$ cat src/rtl/mutation_controller.sv
// Mutation pass sequencer: read child, build an LFSR-driven keep-mask, hand off to the mutation unit, write back.
// Optional build macro MUTATION_ELITE_EN: index 0 (the elite) is never read, mutated or written.
//
// state  | meaning
// IDLE   | waiting for start
// READ   | population read issued for idx
// LATCH  | read data captured as the child
// GEN    | one LFSR step and one mask bit per cycle
// MUTATE | one-cycle handoff to the mutation unit
// WAIT   | waiting for mut_done, bounded by a 16-cycle timeout
// WRITE  | result written back to idx
// DONE   | one-cycle completion pulse
module mutation_controller #(
  parameter  int CHROMOSOME_WIDTH = 8,
  parameter  int POP_SIZE         = 16,
  localparam int ADDR_WIDTH       = $clog2(POP_SIZE)
) (
  input  logic                        clk,
  input  logic                        rst,
  input  logic                        start,
  input  logic [7:0]                  mutation_rate,
  input  logic [15:0]                 lfsr_seed,
  output logic                        rd_en,
  output logic [ADDR_WIDTH-1:0]       rd_addr,
  input  logic [CHROMOSOME_WIDTH-1:0] rd_data,
  output logic                        wr_en,
  output logic [ADDR_WIDTH-1:0]       wr_addr,
  output logic [CHROMOSOME_WIDTH-1:0] wr_data,
  output logic                        mut_start,
  output logic [CHROMOSOME_WIDTH-1:0] mut_child,
  output logic [CHROMOSOME_WIDTH-1:0] mut_mask,
  output logic [7:0]                  mut_rate,
  input  logic [CHROMOSOME_WIDTH-1:0] mut_child_out,
  input  logic                        mut_done,
  output logic                        busy,
  output logic                        done,
  output logic                        error,
  output logic [ADDR_WIDTH:0]         mutated_count
);

  localparam int GW = (CHROMOSOME_WIDTH > 1) ? $clog2(CHROMOSOME_WIDTH) : 1;
  localparam logic [GW-1:0]         GEN_LAST  = GW'(CHROMOSOME_WIDTH - 1);
  localparam logic [ADDR_WIDTH-1:0] LAST_IDX  = ADDR_WIDTH'(POP_SIZE - 1);
  localparam logic [15:0]           LFSR_INIT = 16'hACE1;
  localparam logic [15:0]           LFSR_TAPS = 16'hB400;
  localparam logic [3:0]            WAIT_LAST = 4'd15;
`ifdef MUTATION_ELITE_EN
  localparam logic [ADDR_WIDTH-1:0] FIRST_IDX = ADDR_WIDTH'(1);
`else
  localparam logic [ADDR_WIDTH-1:0] FIRST_IDX = '0;
`endif

  typedef enum logic [2:0] {
    IDLE, READ, LATCH, GEN, MUTATE, WAIT, WRITE, DONE
  } state_t;

  state_t                      state_q, state_d;
  logic [ADDR_WIDTH-1:0]       idx_q, idx_d;
  logic [CHROMOSOME_WIDTH-1:0] child_q, child_d;
  logic [CHROMOSOME_WIDTH-1:0] mask_q, mask_d;
  logic [CHROMOSOME_WIDTH-1:0] result_q, result_d;
  logic [GW-1:0]               gen_cnt_q, gen_cnt_d;
  logic [3:0]                  wait_cnt_q, wait_cnt_d;
  logic [15:0]                 lfsr_q, lfsr_d;
  logic [ADDR_WIDTH:0]         count_q, count_d;
  logic                        error_q, error_d;
  logic [15:0]                 lfsr_next;
  logic [CHROMOSOME_WIDTH:0]   mask_shift;
  logic                        run;

  assign lfsr_next = lfsr_q[0] ? ((lfsr_q >> 1) ^ LFSR_TAPS) : (lfsr_q >> 1);

  always_ff @(posedge clk) begin
    if (rst) begin
      state_q    <= IDLE;
      idx_q      <= '0;
      child_q    <= '0;
      mask_q     <= '0;
      result_q   <= '0;
      gen_cnt_q  <= '0;
      wait_cnt_q <= '0;
      lfsr_q     <= LFSR_INIT;
      count_q    <= '0;
      error_q    <= 1'b0;
    end else begin
      state_q    <= state_d;
      idx_q      <= idx_d;
      child_q    <= child_d;
      mask_q     <= mask_d;
      result_q   <= result_d;
      gen_cnt_q  <= gen_cnt_d;
      wait_cnt_q <= wait_cnt_d;
      lfsr_q     <= lfsr_d;
      count_q    <= count_d;
      error_q    <= error_d;
    end
  end

  always_comb begin
    state_d    = state_q;
    idx_d      = idx_q;
    child_d    = child_q;
    mask_d     = mask_q;
    result_d   = result_q;
    gen_cnt_d  = gen_cnt_q;
    wait_cnt_d = wait_cnt_q;
    lfsr_d     = lfsr_q;
    count_d    = count_q;
    error_d    = error_q;
    // new mask bit enters at the MSB so the first GEN cycle ends up in bit 0
    mask_shift = {(lfsr_next[7:0] >= mutation_rate), mask_q};
    case (state_q)
      IDLE: begin
        if (start) begin
          idx_d   = FIRST_IDX;
          count_d = '0;
          error_d = 1'b0;
          lfsr_d  = (lfsr_seed == 16'h0000) ? LFSR_INIT : lfsr_seed;
          state_d = READ;
        end
      end
      READ: state_d = LATCH;
      LATCH: begin
        child_d   = rd_data;
        gen_cnt_d = GEN_LAST;
        state_d   = GEN;
      end
      GEN: begin
        lfsr_d = lfsr_next;
        mask_d = mask_shift[CHROMOSOME_WIDTH:1];
        if (gen_cnt_q == '0) state_d = MUTATE;
        else gen_cnt_d = gen_cnt_q - 1'b1;
      end
      MUTATE: begin
        wait_cnt_d = WAIT_LAST;
        state_d    = WAIT;
      end
      WAIT: begin
        if (mut_done) begin
          result_d = mut_child_out;
          state_d  = WRITE;
        end else if (wait_cnt_q == '0) begin
          error_d = 1'b1;
          state_d = DONE;
        end else begin
          wait_cnt_d = wait_cnt_q - 1'b1;
        end
      end
      WRITE: begin
        if (mask_q != '1) count_d = count_q + 1'b1;
        if (idx_q == LAST_IDX) begin
          state_d = DONE;
        end else begin
          idx_d   = idx_q + 1'b1;
          state_d = READ;
        end
      end
      DONE: state_d = IDLE;
      default: state_d = IDLE;
    endcase
  end

  // outputs are forced quiet while rst is high, even before the reset edge lands
  always_comb begin
    run           = !rst;
    busy          = run && (state_q != IDLE);
    done          = run && (state_q == DONE);
    rd_en         = run && (state_q == READ);
    rd_addr       = rd_en ? idx_q : '0;
    wr_en         = run && (state_q == WRITE);
    wr_addr       = wr_en ? idx_q : '0;
    wr_data       = wr_en ? result_q : '0;
    mut_start     = run && (state_q == MUTATE);
    mut_child     = mut_start ? child_q : '0;
    mut_mask      = mut_start ? mask_q : '0;
    mut_rate      = 8'd1;
    error         = run && error_q;
    mutated_count = run ? count_q : '0;
  end

endmodule

$ cat config.mk
export PLATFORM = sky130hd
export DESIGN_NAME = mutation_controller
export DESIGN_NICKNAME = d
export VERILOG_FILES = /design/src/rtl/mutation_controller.sv
export SDC_FILE = /design/constraint.sdc
export NUM_CORES = 1
export LEC_CHECK = 0
export BUFFER_PORTS_ARGS = -buffer_cell sky130_fd_sc_hd__buf_4
export CAP_MARGIN = 20
export CORE_MARGIN = 2
export CORE_UTILIZATION = 40
export CTS_CLUSTER_DIAMETER = 200
export DETAILED_ROUTE_END_ITERATION = 8
export PLACE_DENSITY = 0.68
export SYNTH_ARGS = -nofsm -noshare
export SYNTH_HDL_FRONTEND = slang
export SYNTH_SLANG_ARGS = --single-unit
$ cat constraint.sdc
create_clock -name clk -period 3.8 [get_ports clk]
set_input_delay 0.19 -clock clk [delete_from_list [all_inputs] [get_ports clk]]
set_output_delay 0.19 -clock clk [all_outputs]
set_load 0.005 [all_outputs]
==> results_dict.tcl, run 1 <==
set metrics [dict create \
    setup_tns_ns 0 \
    first_pass_iters 4 \
    syn_area_sq_um 3260 \
    ys_ff_latch 60 \
    cts_setup_buffers 0 \
    synth.yosys.seq_area_share_pct 36.9 \
    synth_ff_type "dfxtp_1" \
    setup_violations 0 \
    syn_to_final_growth_pct 21.7 \
    cts_tree "yes" \
    status "completed" \
    relSlewSlack_pct 43.3 \
    cp.arrival_ns 2.18 \
    ir_drop_mv 0.212 \
    clk_latency_ns 0.33 \
    syn_avg_cell_area_sq_um 8.13 \
    grt_pass1_wl_mm 12.4 \
    path_class "flip-flop to output port" \
    cts.sinks 60 \
    htreeDepth 3 \
    rsz0062_at_grt "false" \
    antenna_found_initial 0 \
    synth_cells 401 \
    slew_violations 0 \
    yosys_warnings 0 \
    coreArea_sq_um 7810 \
    io_buffers 86 \
    hold_buffers 0 \
    worstMarginPinSlew_ns 0.847 \
    max_cap_violations 0 \
    clk_pin_slew_ns 0.06 \
    clock.fmax_ghz 0.422 \
    cts_resized 0 \
    cts-root-buf "clkbuf_8" \
    diodes 0 \
    worstSetupStartpointType "flip-flop" \
    hold_viol 0 \
    placed_area_sq_um 3810 \
    io_pins 95 \
    initialDrtViolationCount 205 \
    wl_per_cell_um 13.0 \
    grt_overflow 0 \
    leakage_nw 1.69 \
    fin_area_sq_um 3970 \
    dieArea_sq_um 8890 \
    antenna_left 0 \
    hold_class "input pin to flip-flop" \
    drc 0 \
    routed_via_density 5.01 \
    start_util_pct 41.7 \
    cts_buffers 9 \
    worstPathRequired_ns 3.61 \
    fin_util_pct 50.8 \
    die_w_um 94.3 \
    clock_path_buffers 2 \
    ys_types 55 \
    drive_gt1_share_pct 23.3 \
    grt_start_max_net_pins 66 \
    wl_mm 7.45 \
    skew_ns 0.00961 \
    min_period_ns 2.37 \
    die_height_um 94.3 \
    grt_use_total_pct 17.7 \
    synth_async_sr_flop_share_pct 0 \
    crit_fanout 15 \
    nets 526 \
    holdWs_ns 0.103 \
    place.gp.congestion 0.821 \
    endpoint_kind "output port" \
    powerDensity_nw_per_um2 362 \
    min_period_over_period_pct 62.4 \
    fillCellCount 783 \
    grt_pass1_vias 2707 \
    rows 32 \
    vias 2876 \
    place_hpwl_mm 5.31 \
    synth_edf_count 0 \
]
-- cell usage after synthesis, types with 3 or more instances --
library cell   n  area [sq um]
clkbuf_1       9          33.8
o21ai_0       11          55.1
a21oi_1       48           240
nor2_1        21          78.8
o31ai_1        4          30.0
buf_2          6          30.0
buf_4         11          82.6
a221oi_1       3          26.3
nand3_1        6          30.0
buf_6          4          45.0
nand2_1       66           248
and3_1         5          31.3
nor3_1        11          55.1
nor4_1         5          31.3
ha_1          13           163
inv_1         14          52.6
o211ai_1       4          30.0
and2_1        32           200
nor2b_1        7          43.8
a22oi_1        6          45.0
xor2_1         8          70.1
a211oi_1       5          37.5
dfxtp_1       60          1200
-- state kept, by name, indices dropped and copies added, names as in the netlist --
name	flops
lfsr_q	16
state_q	3
idx_q	4
count_q	5
wait_cnt_q	4
gen_cnt_q	3
error_q	1
mask_q	8
result_q	8
child_q	8
-- power by group --
| part | switching (mW) | internal [mW] | leakage (nW) |
|---|---|---|---|
| Clock | 0.231 | 0.244 | 0.0848 |
| Combinational | 0.132 | 0.112 | 1.12 |
| Sequential | 0.0454 | 0.671 | 0.488 |
-- kinds of logic (layout without fill, tap and decap cells) --
family	after synthesis	count (layout)	share of synthesized area, %
buf+inv	49	114	9.10
simple gates	178	178	29.5
xor+xnor	10	10	2.69
flops	60	60	36.9
compound gates	86	86	15.6
mux	3	3	0.998
fa+ha+maj	13	13	4.99
other cells	2	8	0.230
-- layout by cell type (no fill, tap or decap), types with 2 or more instances in the layout --
master and count:
buf_4 86, nand2_1 66, dfxtp_1 60, a21oi_1 48
and2_1 32, nor2_1 21, inv_1 14, ha_1 13
nor3_1 11, o21ai_0 11, clkbuf_8 10, xor2_1 8
conb_1 8, nor2b_1 7, nand3_1 6, a22oi_1 6
and3_1 5, nor4_1 5, a211oi_1 5, o31ai_1 4
o211ai_1 4, a221oi_1 3, clkinv_2 3, nor2_4 2
and4b_1 2, and2b_1 2, nand2b_1 2, nand3b_1 2
nand4_1 2, xnor2_1 2
-- per-layer routing --
| layer | vias to the layer above | GRT usage, % | wire [um] |
|---|---|---|---|
| met1 | 1310 | 22.8 | 3490 |
| met5 | - | 0 | 0 |
| li1 | 1483 | - | - |
| met4 | 0 | 5.56 | 67 |
| met2 | 77 | 28.6 | 3500 |
| met3 | 6 | 4.82 | 382 |
-- layout make-up --
| type | count | area, sq um | share of cell area (%) |
|---|---|---|---|
| Clock buffer | 11 | 141 | 3.56 |
| Clock inverter | 3 | 15.0 | 0.378 |
| Inverter | 14 | 52.6 | 1.32 |
| Multi-Input combinational cell | 298 | 1780 | 45.0 |
| Sequential cell | 60 | 1200 | 30.3 |
| Tap cell | 102 | 128 | 3.22 |
| Timing Repair Buffer | 86 | 646 | 16.3 |
-- worst max-delay path, cell delays in order (launching register included) --
cell	delay, ns
dfxtp_1	0.65
and3b_1	0.42
nor2b_2	0.47
and2_1	0.20
buf_4	0.10
-- per-stage QoR --
| step | worst slack, ns | power, mW | instances |
|---|---|---|---|
| floorplan | 2.25 | 0.916 | 407 |
| global placement | 1.88 | 0.965 | 560 |
| detailed placement | 1.76 | 0.975 | 560 |
| CTS | 1.38 | 1.45 | 574 |
| global route | 1.20 | 1.52 | 574 |
| finish | 1.43 | 1.44 | 574 |
-- worst paths after layout --
path	start	end	slack (ns)	depth (start not counted)
min	mut_child_out[3]	result_q[3]$_SDFFE_PP0P_	0.10	3
min reg2reg	child_q[0]$_SDFFE_PP0P_	child_q[0]$_SDFFE_PP0P_	0.45	2
max	state_q[1]$_SDFFE_PP0P_	wr_addr[0]	1.43	4
max reg2reg	state_q[0]$_SDFFE_PP0P_	mask_q[7]$_SDFFE_PP0P_	1.76	3
(Power assumes the default switching activity.)
==> run 2: changes to the inputs <==
PLACE_DENSITY = 0.71   (was 0.68)
clock period = 1.9 ns   (was 3.8 ns; I/O delays follow)
==> run 2 against run 1 <==
Compared with the run above: clock power rose to 2.7 times the previous value; combinational power up 140%; clock skew fell by 0.0038 ns; largest power group unchanged; global-route usage rose by 1.3 points; hold slack got worse by 0.094 ns; cell count rose by 5.4%.
==> results_dict.tcl, run 2 (synthesis gave the netlist of run 1 again) <==
set metrics [dict create \
    syn_to_final_growth_pct 33.2 \
    final_common_cell "buf_4" \
    swShare_pct 26.2 \
    antenna_left 0 \
    hold_viol 0 \
    p_clk_share_pct 39.2 \
    setup_violations 0 \
    crit_fanout 9 \
    worstPathCellList "buf_6 > or3b_4 > nor2_4 > buf_6 > and2_1 > buf_4" \
    io_pins 95 \
    wl_mm 7.95 \
    ir_drop_mv 0.399 \
    powerDensity_nw_per_um2 755 \
    grt_pass1_wl_mm 13.2 \
    rows 32 \
    skew_ns 0.00586 \
    power.internal_mw 2.42 \
    io_buffers 86 \
    first_pass_iters 4 \
    antenna_found_initial 0 \
    max_cap_violations 0 \
    wl_per_cell_um 13.1 \
    comb_power_share_pct 17.7 \
    grt-busiest-layer "met2" \
    hold_class "input pin to flip-flop" \
    dieArea_sq_um 8890 \
    regMostFlops "lfsr_q" \
    min_period_ns 1.82 \
    endpoint_kind "output port" \
    diodes 0 \
    cp.arrival_ns 1.72 \
    vias 3016 \
    met1_usage_pct 23.6 \
    initialDrtViolationCount 146 \
    fillCellCount 732 \
    crit_slowest_cell "or3b_4" \
    place.gp.congestion 0.798 \
    drive_gt1_share_pct 27.8 \
    drc 0 \
    routed_via_density 4.99 \
    nets 556 \
    coreArea_sq_um 7810 \
    clk_latency_ns 0.34 \
    fin_area_sq_um 4340 \
    final_cell_mix "101 x buf_4, 66 x nand2_1, 57 x dfxtp_1, 48 x a21oi_1, 26 x and2_1" \
    slew_violations 0 \
    cts-root-buf "clkbuf_8" \
    met2_usage_pct 31.1 \
    fin_util_pct 55.6 \
    critical_path.most_common_cell "buf_6" \
    p_sw_uw 858 \
    die_height_um 94.3 \
    worstSetupStartpointType "flip-flop" \
    grt_pass1_vias 2900 \
    largest_register_ffs 16 \
    grtUsageMet3_pct 6.34 \
    min_period_over_period_pct 95.7 \
    cts_buffers 9 \
    cts_tree "yes" \
    grt_use_total_pct 18.9 \
    cts.sinks 60 \
    worstPathRequired_ns 1.80 \
    clock_path_buffers 2 \
    grt_start_max_net_pins 39 \
    power_frac_seq_pct 43.1 \
    start_util_pct 41.7 \
    place_hpwl_mm 5.49 \
    die_w_um 94.3 \
    crit_path_max_incr_delay_ns 0.41 \
    path_class "flip-flop to output port" \
    clock.fmax_ghz 0.550 \
    placed_area_sq_um 3900 \
    grt_overflow 0 \
    clk_pin_slew_ns 0.06 \
    status "completed" \
    htreeDepth 3 \
    leakage_nw 1.87 \
    seq_area_sq_um 1210 \
    multi_input_area_sq_um 1820 \
]
-- run 2: cell count changes in the layout (fill, tap and decap cells not counted), sizes merged --
cell,change
buf,+18
dlygate4sd3,+11
bufinv,+2
clkinv,-2
clkinvlp,+1
nor2b,+1
-- run 2: timing repair --
item	in CTS	in global routing
pin swaps	2	2
resized for setup	8	8
hold buffers	11	0
setup buffers	6	1
cloned	1	1
hold endpoints to repair	11	0
setup endpoints to repair	30	28
-- run 2: path summary, 6_finish.rpt --
path         depth (start not counted)                    endpoint                startpoint  slack, ns
max reg2reg                          7  wait_cnt_q[0]$_SDFFE_PP0P_   state_q[1]$_SDFFE_PP0P_       0.27
max                                  6                mut_child[6]   state_q[1]$_SDFFE_PP0P_       0.08
min reg2reg                          2    result_q[6]$_SDFFE_PP0P_  result_q[6]$_SDFFE_PP0P_       0.45
min                                  3    result_q[1]$_SDFFE_PP0P_          mut_child_out[1]      0.009
-- run 2: through the flow --
step | instances | TNS (ns) | hold slack, ns | setup slack, ns | power (mW)
after detailed placement | 572 | 0 | 0.353 | 0.224 | 1.98
after CTS | 605 | 0 | 0.000338 | 0.00811 | 3.30
after global routing | 605 | -0.000952 | 0.00367 | -0.000952 | 3.44
after global placement | 572 | 0 | 0.341 | 0.230 | 1.96
after floorplan | 407 | 0 | 0.231 | 0.354 | 1.83
final | 605 | 0 | 0.00868 | 0.0810 | 3.28
-- run 2: final cells by class --
cell class | instances | area share [%]
multi-input combinational | 299 | 41.9
tap | 102 | 2.94
timing repair buffer | 115 | 21.0
clock buffer | 11 | 3.49
inverter | 14 | 1.21
clock inverter | 4 | 1.67
sequential | 60 | 27.9
-- run 2: per-layer routing --
| layer | vias up | part of all wire (%) |
|---|---|---|
| li1 | 1556 | - |
| met2 | 81 | 47 |
| met5 | - | 0 |
| met3 | 4 | 6.2 |
| met4 | 0 | 0.67 |
| met1 | 1375 | 46 |
-- run 2: critical path, delay by kind of cell, from the launching register on --
kind,cells,cell delay (ns)
and+or+nand+nor,3,0.69
buffers and inverters,3,0.37
DFF,1,0.34
-- run 2: power by group through the flow --
| stage | Clock, mW | Sequential [mW] | Combinational [mW] |
|---|---|---|---|
| after CTS | 1.31 | 1.41 | 0.581 |
| after global placement | 0 | 1.44 | 0.522 |
| after detailed placement | 0 | 1.44 | 0.536 |
| after floorplan | 0 | 1.42 | 0.416 |
| after global routing | 1.36 | 1.43 | 0.653 |
| final | 1.29 | 1.41 | 0.579 |
